**src/rtl/bfly_r2_post_pkg.sv**
```systemverilog
// Shared FFT Q-format constants and fixed-point helpers, used by the butterfly
// post-processing block and the complex multiplier.
package bfly_r2_post_pkg;

  localparam int unsigned DW     = 18;
  localparam int unsigned FRAC_W = 17;
  localparam int unsigned ACC_W  = 48;

  localparam logic signed [ACC_W-1:0] SAT_HI = ACC_W'(131071);
  localparam logic signed [ACC_W-1:0] SAT_LO = ACC_W'(-131072);

  typedef struct packed {
    logic              sat;
    logic signed [DW-1:0] val;
  } sat18_t;

  // Clamp a wide signed value into Q1.17, flagging when clamping happened
  function automatic sat18_t sat18(input logic signed [ACC_W-1:0] v);
    sat18_t res;
    res.sat = 1'b0;
    res.val = v[DW-1:0];
    if (v > SAT_HI) begin
      res.sat = 1'b1;
      res.val = SAT_HI[DW-1:0];
    end else if (v < SAT_LO) begin
      res.sat = 1'b1;
      res.val = SAT_LO[DW-1:0];
    end
    return res;
  endfunction

  // Round-half-up then arithmetic shift; one guard bit absorbs the rounding carry
  function automatic logic signed [ACC_W-1:0] round_shift(input logic signed [ACC_W-1:0] v,
                                                          input int unsigned frac);
    logic signed [ACC_W:0] half;
    logic signed [ACC_W:0] t;
    half = (ACC_W+1)'(1) << (frac - 1);
    t    = $signed({v[ACC_W-1], v}) + half;
    return ACC_W'(t >>> frac);
  endfunction

  // Butterfly halving: (s + 1) >>> 1 on a 20-bit sum, then clamp
  function automatic sat18_t half_sat(input logic signed [DW+1:0] s);
    logic signed [DW+1:0] r;
    r = (s + (DW+2)'(1)) >>> 1;
    return sat18(ACC_W'(r));
  endfunction

endpackage

```
**src/rtl/bfly_r2_post_sync_fifo.sv**
```systemverilog
// Circular FIFO aligning X operands with multiplier products; supports
// simultaneous push/pop, including write-to-read bypass when empty.
module sync_fifo #(
  parameter int unsigned WIDTH = 36,
  parameter int unsigned DEPTH = 4
) (
  input  logic                       clk,
  input  logic                       rst_n,
  input  logic                       push_i,
  input  logic                       pop_i,
  input  logic [WIDTH-1:0]           wr_data_i,
  output logic [WIDTH-1:0]           rd_data_c,
  output logic                       full_c,
  output logic                       empty_c,
  output logic [$clog2(DEPTH):0]     count_o
);

  localparam int unsigned PTR_W = $clog2(DEPTH);
  localparam int unsigned CNT_W = PTR_W + 1;

  logic [WIDTH-1:0] mem_q [DEPTH];
  logic [PTR_W-1:0] wr_ptr_q, wr_ptr_d;
  logic [PTR_W-1:0] rd_ptr_q, rd_ptr_d;
  logic [CNT_W-1:0] count_q, count_d;
  logic             bypass_c, push_eff_c, pop_eff_c;

  assign empty_c = (count_q == '0);
  assign full_c  = (count_q == CNT_W'(DEPTH));
  assign count_o = count_q;

  // Pop frees a slot before the push lands; an empty pop only advances when bypassing
  always_comb begin
    bypass_c   = push_i & pop_i & empty_c;
    push_eff_c = push_i & (~full_c | pop_i);
    pop_eff_c  = pop_i & (~empty_c | push_i);
    wr_ptr_d   = push_eff_c ? wr_ptr_q + PTR_W'(1) : wr_ptr_q;
    rd_ptr_d   = pop_eff_c  ? rd_ptr_q + PTR_W'(1) : rd_ptr_q;
    count_d    = count_q + CNT_W'(push_eff_c) - CNT_W'(pop_eff_c);
    rd_data_c  = mem_q[rd_ptr_q];
    if (empty_c) rd_data_c = bypass_c ? wr_data_i : '0;
  end

  always_ff @(posedge clk) begin
    if (!rst_n) begin
      wr_ptr_q <= '0;
      rd_ptr_q <= '0;
      count_q  <= '0;
    end else begin
      wr_ptr_q <= wr_ptr_d;
      rd_ptr_q <= rd_ptr_d;
      count_q  <= count_d;
    end
  end

  always_ff @(posedge clk) begin
    if (push_eff_c) mem_q[wr_ptr_q] <= wr_data_i;
  end

endmodule

```
**src/rtl/bfly_r2_post.sv**
```systemverilog
// Radix-2 butterfly back end: aligns X with the W*B product, rounds the product
// to Q1.17, then forms (X+P)/2 and (X-P)/2 with sticky error reporting.
module bfly_r2_post
  import bfly_r2_post_pkg::*;
#(
  parameter int unsigned DEPTH = 4,
  parameter int unsigned FRAC  = FRAC_W
) (
  input  logic                    clk,
  input  logic                    rst_n,
  input  logic                    i_u1_x_valid,
  input  logic signed [DW-1:0]    i_s18_XR,
  input  logic signed [DW-1:0]    i_s18_XI,
  input  logic                    i_u1_prod_valid,
  input  logic signed [ACC_W-1:0] i_s48_PR,
  input  logic signed [ACC_W-1:0] i_s48_PI,
  input  logic                    i_u1_clr_err,
  output logic                    o_u1_valid_out,
  output logic signed [DW-1:0]    o_s18_Y0R,
  output logic signed [DW-1:0]    o_s18_Y0I,
  output logic signed [DW-1:0]    o_s18_Y1R,
  output logic signed [DW-1:0]    o_s18_Y1I,
  output logic                    o_u1_sat,
  output logic                    o_u1_ovf,
  output logic                    o_u1_unf
);

  localparam int unsigned CNT_W = $clog2(DEPTH) + 1;

  logic [2*DW-1:0]  fifo_rd_c;
  logic             fifo_full_c, fifo_empty_c;
  logic [CNT_W-1:0] fifo_count;

  sync_fifo #(.WIDTH(2*DW), .DEPTH(DEPTH)) u_fifo (
    .clk       (clk),
    .rst_n     (rst_n),
    .push_i    (i_u1_x_valid),
    .pop_i     (i_u1_prod_valid),
    .wr_data_i ({i_s18_XR, i_s18_XI}),
    .rd_data_c (fifo_rd_c),
    .full_c    (fifo_full_c),
    .empty_c   (fifo_empty_c),
    .count_o   (fifo_count)
  );

  logic                 s1_valid_q;
  logic signed [DW-1:0] s1_xr_q, s1_xi_q, s1_pr_q, s1_pi_q;
  logic                 valid_q;
  logic signed [DW-1:0] y0r_q, y0i_q, y1r_q, y1i_q;
  logic                 sat_q, sat_d, ovf_q, ovf_d, unf_q, unf_d;

  sat18_t p1r_c, p1i_c;
  sat18_t y0r_c, y0i_c, y1r_c, y1i_c;
  logic   sat1_c, sat2_c, ovf_evt_c, unf_evt_c;

  // Stage-1 product rounding and stage-2 butterfly arithmetic
  always_comb begin
    p1r_c = sat18(round_shift(i_s48_PR, FRAC));
    p1i_c = sat18(round_shift(i_s48_PI, FRAC));
    y0r_c = half_sat((DW+2)'(s1_xr_q) + (DW+2)'(s1_pr_q));
    y0i_c = half_sat((DW+2)'(s1_xi_q) + (DW+2)'(s1_pi_q));
    y1r_c = half_sat((DW+2)'(s1_xr_q) - (DW+2)'(s1_pr_q));
    y1i_c = half_sat((DW+2)'(s1_xi_q) - (DW+2)'(s1_pi_q));
  end

  // Error events; a simultaneous push/pop never over- or underflows
  always_comb begin
    sat1_c    = i_u1_prod_valid & (p1r_c.sat | p1i_c.sat);
    sat2_c    = s1_valid_q & (y0r_c.sat | y0i_c.sat | y1r_c.sat | y1i_c.sat);
    ovf_evt_c = i_u1_x_valid & fifo_full_c & ~i_u1_prod_valid;
    unf_evt_c = i_u1_prod_valid & fifo_empty_c & ~i_u1_x_valid;
    sat_d     = (sat1_c | sat2_c) ? 1'b1 : (i_u1_clr_err ? 1'b0 : sat_q);
    ovf_d     = ovf_evt_c         ? 1'b1 : (i_u1_clr_err ? 1'b0 : ovf_q);
    unf_d     = unf_evt_c         ? 1'b1 : (i_u1_clr_err ? 1'b0 : unf_q);
  end

  always_ff @(posedge clk) begin
    if (!rst_n) begin
      s1_valid_q <= 1'b0;
      s1_xr_q    <= '0;
      s1_xi_q    <= '0;
      s1_pr_q    <= '0;
      s1_pi_q    <= '0;
      valid_q    <= 1'b0;
      y0r_q      <= '0;
      y0i_q      <= '0;
      y1r_q      <= '0;
      y1i_q      <= '0;
      sat_q      <= 1'b0;
      ovf_q      <= 1'b0;
      unf_q      <= 1'b0;
    end else begin
      s1_valid_q <= i_u1_prod_valid;
      if (i_u1_prod_valid) begin
        s1_xr_q <= fifo_rd_c[2*DW-1:DW];
        s1_xi_q <= fifo_rd_c[DW-1:0];
        s1_pr_q <= p1r_c.val;
        s1_pi_q <= p1i_c.val;
      end
      valid_q <= s1_valid_q;
      if (s1_valid_q) begin
        y0r_q <= y0r_c.val;
        y0i_q <= y0i_c.val;
        y1r_q <= y1r_c.val;
        y1i_q <= y1i_c.val;
      end
      sat_q <= sat_d;
      ovf_q <= ovf_d;
      unf_q <= unf_d;
    end
  end

  // Occupancy counter and full flag must agree
  always_ff @(posedge clk) begin
    if (rst_n) assert (fifo_full_c == (fifo_count == CNT_W'(DEPTH)));
  end

  assign o_u1_valid_out = valid_q;
  assign o_s18_Y0R      = y0r_q;
  assign o_s18_Y0I      = y0i_q;
  assign o_s18_Y1R      = y1r_q;
  assign o_s18_Y1I      = y1i_q;
  assign o_u1_sat       = sat_q;
  assign o_u1_ovf       = ovf_q;
  assign o_u1_unf       = unf_q;

endmodule
```
**config.mk**
```make
export PLATFORM = sky130hd
export DESIGN_NAME = bfly_r2_post
export DESIGN_NICKNAME = d
export VERILOG_FILES = /design/src/rtl/bfly_r2_post_pkg.sv /design/src/rtl/bfly_r2_post_sync_fifo.sv /design/src/rtl/bfly_r2_post.sv
export SDC_FILE = /design/constraint.sdc
export NUM_CORES = 1
export LEC_CHECK = 0
export CELL_PAD_IN_SITES_DETAIL_PLACEMENT = 1
export CELL_PAD_IN_SITES_GLOBAL_PLACEMENT = 2
export CORE_AREA = 2 2 212 214
export DETAILED_ROUTE_END_ITERATION = 10
export DIE_AREA = 0 0 214 216
export PLACE_DENSITY_LB_ADDON = 0.1
export SETUP_SLACK_MARGIN = 0.3
export SLEW_MARGIN = 25
export SYNTH_ARGS = -nofsm -noshare
export SYNTH_HDL_FRONTEND = slang
export SYNTH_SLANG_ARGS = --single-unit
```
**constraint.sdc**
```tcl
create_clock -name clk -period 9.95 [get_ports clk]
set_clock_uncertainty 0.05 [all_clocks]
set_input_delay 1.99 -clock clk [delete_from_list [all_inputs] [get_ports clk]]
set_output_delay 1.99 -clock clk [all_outputs]
set_load 0.02 [all_outputs]
```
After elaboration in Yosys (flattened, before gate mapping)

Memory sizes are Yosys's and may differ from the RTL's. A register that Yosys moved wholly into a read port is not among the register bits.
Index checks and enable logic that the tools add are counted.

Register bits after elaboration: 156
Memory bits (writable): 144
Word-level logic and storage cells: 91
Memories kept: 1
Input port bits: 137
Output and inout bits: 76

Multiplexer cells: 22
Add/subtract/negate cells: 14
Reduce and logical (&&, ||, !) cells: 4
Bitwise operators: 21
Eq/ne operators: 1
$lt $le $gt $ge: 12

Memories:

| name         | depth | bits a word | read ports | clocked after Yosys merged registers in | wr ports | RTL line                     | RTL |
|---|---|---|---|---|---|---|---|
| u_fifo.mem_q | 4     | 36          | 1          | 1                                       | 1        | bfly_r2_post_sync_fifo.sv:21 | `logic [WIDTH-1:0] mem_q [DEPTH];` |

Operators with widths:

| operator                                                         | number |
|---|---|
| two-way mux 19 bit                                               | 12 |
| adder 48 x 18 -> 49 bit (second input constant)                  | 2 |
| adder 19 x 2 -> 20 bit (second input constant)                   | 4 |
| greater-than comparator 19 x 18 -> 1 bit (second input constant) | 4 |
| < comparator 19 x 18 -> 1 bit (second input constant)            | 4 |
| two-way mux 36 bit                                               | 2 |
| greater-than comparator 32 x 18 -> 1 bit (second input constant) | 2 |
| < comparator 32 x 18 -> 1 bit (second input constant)            | 2 |
| adder 18 x 18 -> 19 bit                                          | 2 |
| subtractor 18 x 18 -> 19 bit                                     | 2 |
| bitwise AND 1 bit                                                | 10 |
| bitwise OR 1 bit                                                 | 7 |
| two-way mux 1 bit                                                | 6 |
| nonzero test 2 bit                                               | 3 |
| adder 2 x 1 -> 2 bit (second input constant)                     | 2 |
| two-way mux 2 bit                                                | 2 |
| inverter 1 bit                                                   | 4 |
| adder 3 x 1 -> 3 bit                                             | 1 |
| == test 3 bit (second input constant)                            | 1 |
| zero test 3 bit                                                  | 1 |
| subtractor 3 x 1 -> 3 bit                                        | 1 |

Logic depth before layout (Yosys ltp)

Depth after elaboration: 11
Gate-level depth with buffers: 16

Hierarchy

Synthesis repeated with hierarchy kept, for this count alone.

Cell total of the unflattened synthesis: 1662
Area total of the unflattened synthesis: 17160.2 µm²

Modules (own cells, without submodules):

| module       | instances | cells each | area an instance (µm²) | seq. area each (µm²) |
|---|---|---|---|---|
| bfly_r2_post | 1         | 1378       | 11076.9                | 2982.9 |
| sync_fifo    | 1         | 284        | 6083.3                 | 4504.3 |

Worst setup path after synthesis

No wires, ideal clock.

Path kind: in2reg
From: input port i_s48_PR[35]
To: register s1_pr_q[10]
Cell stages on the path: 13
Library setup time: 119 ps
Required time: 9781 ps
Arrival time: 4376 ps
Path buffers: 4
Setup slack: 5405 ps
Cells stage by stage: clkbuf_1 > nand2_1 > or3_1 > clkbuf_1 > xnor2_1 > o31ai_1 > o221ai_1 > nor4_1 > a41oi_1 > nand2b_1 > buf_2 > buf_2 > o221a_2

Longest elaborated chain between the ends: 4

RTL lines:

| item                          | RTL line               | RTL |
|---|---|---|
| start, declared               | bfly_r2_post.sv:15     | `input logic signed [ACC_W-1:0] i_s48_PR,` |
| adder 48 x 18 -> 49 bit (*)   | bfly_r2_post_pkg.sv:38 | `t = $signed({v[ACC_W-1], v}) + half;` |
| < comparator 32 x 18 -> 1 bit | bfly_r2_post_pkg.sv:25 | `end else if (v < SAT_LO) begin` |
| two-way mux 19 bit            | bfly_r2_post_pkg.sv:25 |  |
| two-way mux 19 bit (*)        | bfly_r2_post_pkg.sv:22 | `if (v > SAT_HI) begin` |
| end signal, assigned          | bfly_r2_post.sv:97     | `s1_pr_q <= p1r_c.val;` |
| end, declared                 | bfly_r2_post.sv:47     | `logic signed [DW-1:0] s1_xr_q, s1_xi_q, s1_pr_q, s1_pi_q;` |

Mark *: on every way between the ends. The rest lies on a longest branch, timed or not.
A chain may end at the register's enable or synchronous reset.

Worst setup path in the final report

From: input port i_s48_PI[23]
To: register s1_pi_q[5]

Longest elaborated chain between the ends: 4

RTL lines:

| item                          | RTL line               | RTL |
|---|---|---|
| start, declared               | bfly_r2_post.sv:16     | `input logic signed [ACC_W-1:0] i_s48_PI,` |
| adder 48 x 18 -> 49 bit (*)   | bfly_r2_post_pkg.sv:38 |  |
| < comparator 32 x 18 -> 1 bit | bfly_r2_post_pkg.sv:25 |  |
| two-way mux 19 bit            | bfly_r2_post_pkg.sv:25 |  |
| two-way mux 19 bit (*)        | bfly_r2_post_pkg.sv:22 |  |
| end signal, assigned          | bfly_r2_post.sv:98     | `s1_pi_q <= p1i_c.val;` |
| end, declared                 | bfly_r2_post.sv:47     |  |

Marks and branches as above.

==> impl_metrics.toml <==
[critical_path]
worstPathMaxFanout = 16
r2r_start = "s1_xr_q[1]$_SDFFE_PN0P_"
r2r-end = "o_u1_sat$_SDFFE_PN0P_"
worst-setup-path-type = "in -> reg"
cp-end-kind = "flop"
rrSetupSlack_ns = 5.28
reg2reg_depth = 16
cp-start-kind = "input port"
worst_ep_required_time_ns = 10.33
cp.arrival_ns = 5.68

[sta]
relSlewSlack = 0.342
tns_ns = 0
finalSetupViolCount = 0
worst_pin_slew_ns = 0.979
period_share = 0.533
fmax_mhz = 188
rsz0062_at_grt = "no"
report.final.slew_viol_count = 0
hold_violations = 0
worst_hold_slack_ns = 0.428
setup_ws_ns = 4.64
min_period_ns = 5.31

[yosys]
ys.flop_type = "dfxtp_1"
yosys_warnings = 0
synth_cell_types = 75
synth.avg_cell_area_sq_um = 10.4
synth_edf_count = 144
ys_async_sr_fraction = 0
seq_area_frac_synth = 0.441
ys_ff_latch = 302
syn_nets = 1888
syn-cell-area_sq_mm = 0.0170
synth_cells = 1634

[final_layout]
nNetsFinal = 2039
fill_cells = 4793
design_area_sq_mm = 0.0205
ff_latch_area_sq_mm = 0.00749
antenna_cells = 0
fin_util = 0.467
drive_gt1_frac = 0.0900
final_cells = 2404
area_growth_pct = 20.7
multi_input_area_sq_mm = 0.00886

[clock_network]
clock_sinks = 302
cts_tree = "built"
cts_root_buf = "clkbuf_16"
path_clk_slew_ns = 0.06
cts_made_buffers = 35
clockBufferDepth = 3
cts_resized = 0
cts_setup_buffers = 0
clk_latency_ns = 0.54
htree_levels = 2
postCtsHoldBufs = 0

[floorplanning]
die_y_um = 216
fp-row-count = 77
dieArea_sq_mm = 0.0462
die_w_um = 214
ioPinCount = 213
core_sq_mm = 0.0438
start_util = 0.387

[place]
placed_cells = 2340
hpwl_um = 34700
dpl_cell_area_sq_mm = 0.0193
post-place-ws_ns = 4.07
gp_congestion = 0.867
io_buffers = 180

[power_and_ir_drop]
peakVddDrop_uv = 180
p_per_area_mw_per_mm2 = 210
total_power_mw = 4.29
leakage_nw = 7.93

[detailed_routing]
ant_nets = 0
wl_per_cell_um = 19.7
routed_wl_um = 47300
drt_first_pass_iters = 5
drt_iter0_markers = 736
viasPerCell = 5.34
drc_errors = 0
route.vias.total = 12800

[min_path]
hp-class = "reg -> reg"
hold_path_depth = 1
hold_end = "o_s18_Y0R[15]$_SDFFE_PN0P_"
worstHoldStart = "o_s18_Y0R[15]$_SDFFE_PN0P_"

[job]
maxCapViolCount = 0

[global_routing]
grt-ovfl-total = 0
grt_first_pass_wirelength_um = 75000
grt_use_total = 0.204
antenna_found_initial = 0
grt_pass1_vias = 13100
grt_max_degree = 121

[run_status]
status = "finished clean"
## cell usage in the layout, fill, tap and decap left out, drive strengths merged, types with 13 or more instances in the layout
cell and count:
xor2 42, nor3 24, o221a 33, and2 19, nand2 103, nand4 17
o21ai 96, clkdlybuf4s50 178, and3 16, nor2 94, clkbuf 54, maj3 44
ha 112, o211a 49, a21oi 111, o21bai 13, a21o 15, nand3 97
buf 17, a31oi 15, nor2b 27, inv 89, dfxtp 158, mux4 36
nand2b 13, xnor2 65, edfxtp 144
## sequential cells by signal, indices dropped and copies added (netlist names), named ones only
name	cells
o_s18_Y1R	18
o_s18_Y0I	18
s1_xr_q	18
s1_xi_q	18
u_fifo.rd_ptr_q	2
o_s18_Y1I	18
o_u1_ovf	1
s1_pi_q	18
u_fifo.wr_ptr_q	2
u_fifo.mem_q	144
o_u1_sat	1
o_u1_valid_out	1
o_s18_Y0R	18
o_u1_unf	1
s1_valid_q	1
s1_pr_q	18
u_fifo.count_o	3
## synthesized netlist by cell type (all sizes together), types with 4 or more instances
cell type,count,area [sq um]
and2,19,119
nand2,103,387
a21oi,111,559
mux2i,8,80.1
o21bai,13,97.6
ha,112,1400
fa,5,100
xnor2,65,569
nand3,97,485
o221a,33,372
or3,11,68.8
nor4,9,98.8
nand2b,13,81.3
o21a,7,52.6
o211a,49,490
buf,18,78.8
nor3,24,120
maj3,44,440
xor2,42,368
edfxtp,144,4320
nor4b,4,35.0
dfxtp,158,3160
nor2,94,353
inv,88,330
a21o,15,113
clkbuf,63,236
o21ai,96,480
nand4,17,128
a211oi,6,50.1
and3,16,100
a31oi,15,93.8
a21boi,6,45.1
nor2b,27,169
mux4,36,811
a41oi,6,52.6
or2,6,40.0
o31ai,6,50.1
## cell type report
type                    instances  area share
clock buffers                  54      0.0488
clock inverters                10     0.00696
inverters                      88      0.0161
multi-input cells            1163       0.433
flip-flops and latches        302       0.366
well taps                     592      0.0362
repair buffers                195      0.0934
## worst max-delay path by stage
stage                     slack, ns          from  cells past startpoint                       end
final                          4.64  i_s48_PI[23]                     10   s1_pi_q[5]$_SDFFE_PN0P_
after global routing           4.37  i_s48_PI[23]                     10   s1_pi_q[5]$_SDFFE_PN0P_
after CTS                      4.65  i_s48_PI[23]                     10   s1_pi_q[5]$_SDFFE_PN0P_
after detailed placement       4.07  i_s48_PI[23]                     10   s1_pi_q[1]$_SDFFE_PN0P_
after global placement         4.13  i_s48_PR[31]                      9  s1_pr_q[11]$_SDFFE_PN0P_
after floorplan                5.41  i_s48_PR[35]                     13  s1_pr_q[10]$_SDFFE_PN0P_
## per-layer routing
layer / vias up / share of wire / global-route usage
met1: 6275 / 0.49 / 0.286
met2: 204 / 0.45 / 0.328
li1: 6316 / - / -
met4: 0 / 0.016 / 0.0524
met5: - / 0 / 0
met3: 53 / 0.041 / 0.0314
## kinds of logic (layout without fill, tap and decap cells)
group | count (synthesis) | after routing | synth area share
and+or+nand+nor | 456 | 456 | 0.137
xor gates and xnor gates | 107 | 107 | 0.0552
DFF | 302 | 302 | 0.441
AOI/OAI and AO/OA | 393 | 393 | 0.161
adders and majority gates | 161 | 161 | 0.114
buffers and inverters | 169 | 347 | 0.0380
muxes | 46 | 46 | 0.0538
## report_power, final
part	total [mW]	internal, mW	switching, mW	leakage (nW)
clock	1.29	0.773	0.515	0.554
sequential	1.52	1.43	0.0902	2.63
combinational	1.48	0.641	0.838	4.74
## critical path: stages
cell and delay (ns):
clkdlybuf4s50_1 0.58, nand4_2 0.24, nor4_2 0.91, nand4_1 0.22, xor2_1 0.24, nand3_1 0.09, nor4b_1 0.47, or2_1 0.19
nand2_1 0.36, o221a_2 0.40
(Power assumes the default switching activity.)
